==> src/rtl/cpu_ctrl_pkg.sv <==
`default_nettype none
// ============================================================================
//  Module      : cpu_ctrl_pkg
//  Description : Shared types and constants for the control sequencer:
//                FSM states, opcode classes, opcode/ALU encodings and the
//                instruction-register field layout.
//  Revision    : 1.0  initial release
// ============================================================================
package cpu_ctrl_pkg;

   // Sequencer states; T0..T5 are the micro-steps of one instruction
   typedef enum logic [2:0] {
      ST_IDLE   = 3'd0,
      ST_T0     = 3'd1,
      ST_T1     = 3'd2,
      ST_T2     = 3'd3,
      ST_T3     = 3'd4,
      ST_T4     = 3'd5,
      ST_T5     = 3'd6,
      ST_HALTED = 3'd7
   } state_t;

   // Coarse decode result used by the T3 dispatch
   typedef enum logic [1:0] {
      CLS_ALU     = 2'd0,
      CLS_NOP     = 2'd1,
      CLS_HALT    = 2'd2,
      CLS_ILLEGAL = 2'd3
   } op_class_t;

   // Opcode encodings
   localparam logic [4:0] OP_NOP  = 5'b00000;
   localparam logic [4:0] OP_ADD  = 5'b00011;
   localparam logic [4:0] OP_SUB  = 5'b00100;
   localparam logic [4:0] OP_AND  = 5'b00101;
   localparam logic [4:0] OP_OR   = 5'b00110;
   localparam logic [4:0] OP_HALT = 5'b11111;

   // ALU function encodings
   localparam logic [2:0] ALU_PASS = 3'd0;
   localparam logic [2:0] ALU_ADD  = 3'd1;
   localparam logic [2:0] ALU_SUB  = 3'd2;
   localparam logic [2:0] ALU_AND  = 3'd3;
   localparam logic [2:0] ALU_OR   = 3'd4;

   // Instruction register field layout
   localparam int IR_OPC_MSB  = 31;
   localparam int IR_RA_LSB   = 23;
   localparam int IR_RB_LSB   = 19;
   localparam int IR_RC_LSB   = 15;
   localparam int REG_FIELD_W = 4;

endpackage : cpu_ctrl_pkg
`default_nettype wire

==> src/rtl/instr_decode.sv <==
`default_nettype none
// ============================================================================
//  Module      : instr_decode
//  Description : Combinational decode of the instruction register into an
//                opcode class, ALU function and one-hot register selects.
//  Revision    : 1.0  initial release
// ============================================================================
module instr_decode
   import cpu_ctrl_pkg::*;
#(
   parameter int NUM_REGS = 16,
   parameter int OPCODE_W = 5
) (
   input  logic [31:0]         ir,
   output op_class_t           op_class,
   output logic [2:0]          alu_op,
   output logic [NUM_REGS-1:0] ra_oh,
   output logic [NUM_REGS-1:0] rb_oh,
   output logic [NUM_REGS-1:0] rc_oh
);

   logic [OPCODE_W-1:0]    opcode;
   logic [REG_FIELD_W-1:0] ra_idx;
   logic [REG_FIELD_W-1:0] rb_idx;
   logic [REG_FIELD_W-1:0] rc_idx;
   logic                   unused_ir_bits;

   assign opcode = ir[IR_OPC_MSB -: OPCODE_W];
   assign ra_idx = ir[IR_RA_LSB +: REG_FIELD_W];
   assign rb_idx = ir[IR_RB_LSB +: REG_FIELD_W];
   assign rc_idx = ir[IR_RC_LSB +: REG_FIELD_W];
   assign unused_ir_bits = ^ir[IR_RC_LSB-1:0];

   // Classify the opcode and select the ALU function
   always_comb begin
      op_class = CLS_ILLEGAL;
      alu_op   = ALU_PASS;
      case (opcode)
         OPCODE_W'(OP_ADD):  begin op_class = CLS_ALU; alu_op = ALU_ADD; end
         OPCODE_W'(OP_SUB):  begin op_class = CLS_ALU; alu_op = ALU_SUB; end
         OPCODE_W'(OP_AND):  begin op_class = CLS_ALU; alu_op = ALU_AND; end
         OPCODE_W'(OP_OR):   begin op_class = CLS_ALU; alu_op = ALU_OR;  end
         OPCODE_W'(OP_NOP):  op_class = CLS_NOP;
         OPCODE_W'(OP_HALT): op_class = CLS_HALT;
         default:            op_class = CLS_ILLEGAL;
      endcase
   end

   // One-hot register selects; indices beyond NUM_REGS match no bit
   always_comb begin
      ra_oh = '0;
      rb_oh = '0;
      rc_oh = '0;
      for (int i = 0; i < NUM_REGS; i++) begin
         ra_oh[i] = (ra_idx == REG_FIELD_W'(i));
         rb_oh[i] = (rb_idx == REG_FIELD_W'(i));
         rc_oh[i] = (rc_idx == REG_FIELD_W'(i));
      end
   end

endmodule : instr_decode
`default_nettype wire

==> src/rtl/control_sequencer.sv <==
`default_nettype none
// ============================================================================
//  Module      : control_sequencer
//  Description : Fetch/decode/execute sequencer for three-register ALU
//                instructions. Drives datapath strobes and one-hot register
//                selects, counts retired instructions.
//  Revision    : 1.0  initial release
// ============================================================================
module control_sequencer
   import cpu_ctrl_pkg::*;
#(
   parameter int NUM_REGS = 16,
   parameter int OPCODE_W = 5,
   parameter int CNT_W    = 16
) (
   input  logic                clock,
   input  logic                clear,
   input  logic                run,
   input  logic [31:0]         ir,
   input  logic                mem_ready,
   output logic                pc_out,
   output logic                mar_in,
   output logic                inc_pc,
   output logic                z_in,
   output logic                zlow_out,
   output logic                pc_in,
   output logic                read,
   output logic                mdr_in,
   output logic                mdr_out,
   output logic                ir_in,
   output logic                y_in,
   output logic [NUM_REGS-1:0] r_in,
   output logic [NUM_REGS-1:0] r_out,
   output logic [2:0]          alu_op,
   output logic                busy,
   output logic                halted,
   output logic                illegal,
   output logic [CNT_W-1:0]    instr_count
);

   state_t              state_q, state_d;
   logic [CNT_W-1:0]    cnt_q, cnt_d;
   op_class_t           dec_class;
   logic [2:0]          dec_alu_op;
   logic [NUM_REGS-1:0] ra_oh, rb_oh, rc_oh;

   instr_decode #(
      .NUM_REGS (NUM_REGS),
      .OPCODE_W (OPCODE_W)
   ) u_decode (
      .ir       (ir),
      .op_class (dec_class),
      .alu_op   (dec_alu_op),
      .ra_oh    (ra_oh),
      .rb_oh    (rb_oh),
      .rc_oh    (rc_oh)
   );

   // Next-state, counter update and state-decoded strobes; only T1 looks at mem_ready
   always_comb begin
      state_d  = state_q;
      cnt_d    = cnt_q;
      pc_out   = 1'b0;
      mar_in   = 1'b0;
      inc_pc   = 1'b0;
      z_in     = 1'b0;
      zlow_out = 1'b0;
      pc_in    = 1'b0;
      read     = 1'b0;
      mdr_in   = 1'b0;
      mdr_out  = 1'b0;
      ir_in    = 1'b0;
      y_in     = 1'b0;
      r_in     = '0;
      r_out    = '0;
      alu_op   = ALU_PASS;
      halted   = 1'b0;
      illegal  = 1'b0;
      case (state_q)
         ST_IDLE: begin
            if (run) state_d = ST_T0;
         end
         ST_T0: begin
            pc_out  = 1'b1;
            mar_in  = 1'b1;
            inc_pc  = 1'b1;
            z_in    = 1'b1;
            state_d = ST_T1;
         end
         ST_T1: begin
            read   = 1'b1;
            mdr_in = 1'b1;
            if (mem_ready) begin
               zlow_out = 1'b1;
               pc_in    = 1'b1;
               state_d  = ST_T2;
            end
         end
         ST_T2: begin
            mdr_out = 1'b1;
            ir_in   = 1'b1;
            state_d = ST_T3;
         end
         ST_T3: begin
            case (dec_class)
               CLS_ALU: begin
                  r_out   = rb_oh;
                  y_in    = 1'b1;
                  state_d = ST_T4;
               end
               CLS_NOP: begin
                  cnt_d   = cnt_q + CNT_W'(1);
                  state_d = run ? ST_T0 : ST_IDLE;
               end
               CLS_HALT: begin
                  state_d = ST_HALTED;
               end
               default: begin
                  illegal = 1'b1;
                  state_d = run ? ST_T0 : ST_IDLE;
               end
            endcase
         end
         ST_T4: begin
            r_out   = rc_oh;
            alu_op  = dec_alu_op;
            z_in    = 1'b1;
            state_d = ST_T5;
         end
         ST_T5: begin
            zlow_out = 1'b1;
            r_in     = ra_oh;
            cnt_d    = cnt_q + CNT_W'(1);
            state_d  = run ? ST_T0 : ST_IDLE;
         end
         ST_HALTED: begin
            halted = 1'b1;
         end
         default: begin
            state_d = ST_IDLE;
         end
      endcase
   end

   assign busy        = (state_q != ST_IDLE) && (state_q != ST_HALTED);
   assign instr_count = cnt_q;

   // State and retired-instruction counter registers
   always_ff @(posedge clock) begin
      if (clear) begin
         state_q <= ST_IDLE;
         cnt_q   <= '0;
      end else begin
         state_q <= state_d;
         cnt_q   <= cnt_d;
      end
   end

endmodule : control_sequencer
`default_nettype wire

==> config.mk <==
export PLATFORM = sky130hd
export DESIGN_NAME = control_sequencer
export DESIGN_NICKNAME = d
export VERILOG_FILES = /design/src/rtl/cpu_ctrl_pkg.sv /design/src/rtl/instr_decode.sv /design/src/rtl/control_sequencer.sv
export SDC_FILE = /design/constraint.sdc
export NUM_CORES = 1
export LEC_CHECK = 0
export CAP_MARGIN = 20
export CORE_UTILIZATION = 38
export DETAILED_ROUTE_END_ITERATION = 16
export PLACE_DENSITY = 0.91
export SLEW_MARGIN = 10
export SYNTH_ARGS = -nofsm -noshare
export SYNTH_HDL_FRONTEND = slang
export SYNTH_HIERARCHICAL = 1
export SYNTH_SLANG_ARGS = --single-unit
==> constraint.sdc <==
create_clock -name clock -period 2 [get_ports clock]
set_input_delay 0.3 -clock clock [delete_from_list [all_inputs] [get_ports clock]]
set_output_delay 0.3 -clock clock [all_outputs]
set_load 0.005 [all_outputs]
==> metrics.sh <==
GRT_SETUP_UNREPAIRED='yes'
YS_SEQ_ELEMENTS=19
SYNTHESIS.AREA_MM2=0.001729
MAX_SLEW_MARGIN_PCT=50.84
PLACE_INST=405
TIMING.CRITICAL_PATH.FANOUT_MAX=3
HOLD_PATH.STARTPOINT='instr_count[15]'
R2R-START='state_q[0]'
INITIAL_UTILIZATION_PCT=39.71
CLOCK_SINK_COUNT=19
WORST_SETUP_PATH_END_KIND='primary output'
POST-DP-HPWL_MM=4.219
FINAL-SETUP-VIOL-COUNT=8
IO_BUFFER_COUNT=85
SETUP_SLACK_NS=-0.08617
MOSTFREQUENTLAYOUTCELL='sky130_fd_sc_hd__nor2_1'
POWER_SWITCHING_SHARE_PCT=31.55
DIE-WIDTH_UM=69.46
YOSYSWARNINGS=6
SYNTH_CELL_TYPE_COUNT=44
DIE-AREA_MM2=0.004824
LAYOUTNONFILLERINSTCOUNT=427
TRACK_USAGE_PCT=25.88
DR.PASS1.ITERS=5
ROUTED-VIA-COUNT=2418
WORST_PATH_DOMINANT_CELL_FAMILY='buffers and inverters'
GP_CONGESTION=0.9028
ANTENNA_FOUND_INITIAL=0
WORST_HOLD_SLACK_NS=0.4781
HTREE_LEVELS=1
SEQUENTIAL_CELL_AREA_UM2=385.4
SYN_NETS=287
CLKSLEWWORSTSETUPHOLDPATHS_NS=0.07
ANTENNA_VIOLATING_NETS_POST_ROUTE=0
POSTCTSHOLDBUFS=0
CP_SLOWEST_CELL='sky130_fd_sc_hd__nor3_4'
POWER.LEAKAGE_nW=1.675
FAILED_CHECKS='setup timing'
MOSTFREQUENTLAYOUTCELLS='sky130_fd_sc_hd__nor2_1 (42), sky130_fd_sc_hd__clkdlybuf4s50_1 (39), sky130_fd_sc_hd__buf_4 (39), sky130_fd_sc_hd__buf_2 (21), sky130_fd_sc_hd__and3_1 (19)'
FINALWIRELENGTH_MM=6.287
MAXCLOCKFREQUENCY_MHz=479.3
CP.REQUIRED_NS=1.70
ROUTEDLENGTHMET1_MM=2.599
FINISH.INSTANCE_AREA_MM2=0.003087
FINALWORSTPATHREQUIREDPERIOD_NS=2.086
WORST-SETUP-PATH-TYPE='in2out'
DR_WL_MET2_MM=3.109
HOLD_PATH_CLASS='reg2reg'
SWITCHING_POWER_mW=0.3238
CLOCKBUFFERDEPTH=2
ROW_COUNT=24
CTS_BUFFERS=3
SIGNAL_ARRIVAL_TIME_AT_THE_WORST_ENDPOINT_NS=1.79
SETUP_TOTAL_NEGATIVE_SLACK_NS=-0.3609
SYNTHARSTFLOPSHARE_PCT=0
PLACEDINSTANCEAREA_MM2=0.002824
SYNTH_AREA_PER_CELL_UM2=6.917
SKEW_NS=0.003789
TIMING.CRITICAL_PATH.MODE_CELL='sky130_fd_sc_hd__buf_6'
SYNTHCELLS=250
OUTCOME='finished with violations'
IR_WORST_VDD_mV=0.2111
CLOCK_TREE.ROOT_CELL='sky130_fd_sc_hd__clkbuf_8'
FINAL_HOLD_VIOL_COUNT=0
CRITPATHMAXSTAGEDELAY_NS=0.25
WORST_SLEW_PIN_SLEW_NS=0.7352
SYNTH_ENABLE_FLOP_CELLS=0
REGTOREGSETUPSLACK_NS=0.12
YOSYSSEQAREASHARE_PCT=22.00
FILLER_CELL_COUNT=328
GRT_REMAINING_OVERFLOW=0
POST_ROUTE_CELLS_DRIVE_ABOVE_1_SHARE_PCT=28.80
PIN_COUNT_OF_THE_BIGGEST_NET_ENTERING_GLOBAL_ROUTING=20
GRT_FIRST_PASS_WIRELENGTH_MM=10.45
NETS=413
GRT_PASS1_VIAS=2281
POSTSYNTH.TOPFLOPCELL='sky130_fd_sc_hd__dfxtp_1'
ANTENNA_CELLS_INSERTED=0
P_COMB_SHARE_PCT=34.7
PATH_CELLS='buf_6 -> buf_6 -> xnor2_2 -> a21oi_1 -> nand2_1 -> nor3_4 -> buf_6 -> buf_6 -> buf_6 -> a22o_1 -> buf_2'
WORST_SETUP_PATH_STARTPOINT='ir[28]'
DIE_HEIGHT_UM=69.46
MAXCAPVIOLCOUNT=0
FLOORPLAN.IO_PINS=101
CLKLATENCYLATEPIN_NS=0.26
FINAL-MAX-SLEW-VIOLATION-COUNT=0
DR.MAX_LAYER_USED='met4'
DRT_ITER0_MARKERS=121
PWR_DENSITY_CELL_mW_PER_MM2=332.5
WIRE_PER_INST_UM=14.72
ROUTE.DETAILED.VIAS_PER_INST=5.663
MULTI_INPUT_AREA_MM2=0.001314
AREAGROWTHSYNTHTOFINISH_PCT=78.51
PWR-SHARE-CLK_PCT=26.8
DETAIL_ROUTE.DRC_VIOLATIONS=0
SEQ_POWER_SHARE_PCT=38.5
STARTPOINT_CLASS='input port'
TRITONCTS='built'
CELLINTERNALPOWER_mW=0.7025
WL_MET3_UM=424
CORE_AREA_MM2=0.004354
CP.BUFFERS_INVERTERS=6
MIN_PERIOD_OVER_PERIOD_PCT=104.3
## power by group through the flow
| stage | registers (mW) | clock network [mW] | logic (mW) |
|---|---|---|---|
| floorplan | 0.396 | 0 | 0.152 |
| global placement | 0.402 | 0 | 0.316 |
| detailed placement | 0.402 | 0 | 0.323 |
| CTS | 0.394 | 0.282 | 0.327 |
| global route | 0.397 | 0.295 | 0.383 |
| finish | 0.395 | 0.275 | 0.356 |
## synth_stat cells, drive strengths merged (2+ instances only)
master / instances / share of area (%)
o211ai: 4 / 1.7
a21oi: 11 / 3.2
o31ai: 5 / 2.2
nand2: 18 / 3.9
a31oi: 2 / 0.72
dfxtp: 19 / 22
or3: 4 / 1.4
o21ai: 7 / 2.2
nand3: 3 / 0.87
or4: 5 / 2.2
clkbuf: 6 / 1.3
mux2i: 2 / 1.2
nor4: 4 / 1.4
nand4: 2 / 1.1
or2: 2 / 0.72
buf: 12 / 4.7
inv: 7 / 1.5
xor2: 6 / 3.0
nor2: 45 / 9.8
a211oi: 2 / 0.87
and2: 3 / 1.1
nand2b: 12 / 4.3
a22o: 16 / 8.1
nor3: 21 / 6.4
and3: 20 / 7.3
xnor2: 2 / 1.0
## metal layers
| metal | vias up | GRT usage (%) |
|---|---|---|
| met5 | - | 0 |
| met4 | 0 | 10.88 |
| met3 | 15 | 4.360 |
| met2 | 124 | 44.66 |
| met1 | 1127 | 31.57 |
| li1 | 1152 | - |
## final timing paths
| check | cells after the start | to |
|---|---|---|
| worst max-delay path | 11 | r_out[10] |
| worst min-delay path | 2 | instr_count[15] |
| worst min register to register | 2 | instr_count[15] |
| worst max register to register | 6 | instr_count[11] |
## cell type report
| cell class | count | share of cell area [%] |
|---|---|---|
| multi-input combinational | 206 | 42.56 |
| timing repair buffer | 139 | 40.49 |
| sequential | 19 | 12.48 |
| tap | 52 | 2.108 |
| clock buffer | 3 | 1.338 |
| inverter | 7 | 0.8512 |
| clock inverter | 1 | 0.1621 |
## worst register-to-register path, delay by kind of cell, from the launching register on
| family | cells | cell delay, ns |
|---|---|---|
| AO/OA/AOI/OAI | 2 | 0.36 |
| buffers and inverters | 2 | 0.23 |
| flip-flops | 1 | 0.37 |
| AND/OR/NAND/NOR | 2 | 0.84 |
## sequential cells by signal (all words and copies together) (netlist names)
name,count
instr_count,16
state_q,3
## kinds of logic after synthesis
kind of cell	after synthesis	share of synthesized area, %
compound gates	49	20.12
xor+xnor	8	4.052
fa+ha+maj	1	0.7235
buf+inv	25	7.525
flops	19	22.00
mux	2	1.158
simple gates	146	44.43
## stage by stage
stage,utilization (%),power (mW),setup slack (ns)
2_1_floorplan,-,0.5489,0.1574
3_3_place_gp,64.86,0.7182,-0.6296
3_5_place_dp,64.86,0.7252,-0.6764
4_1_cts,67.70,1.004,-0.07906
5_1_grt,70.89,1.075,-0.1455
6_report,70.89,1.026,-0.08617
## what timing repair did
action | 4_1_cts | 5_1_grt
resized for setup | 119 | 37
pin swaps | 14 | 16
buffers inserted | 14 | 3
setup endpoints to repair | 55 | 44
gates cloned | 1 | 0
(Power assumes the default switching activity.)
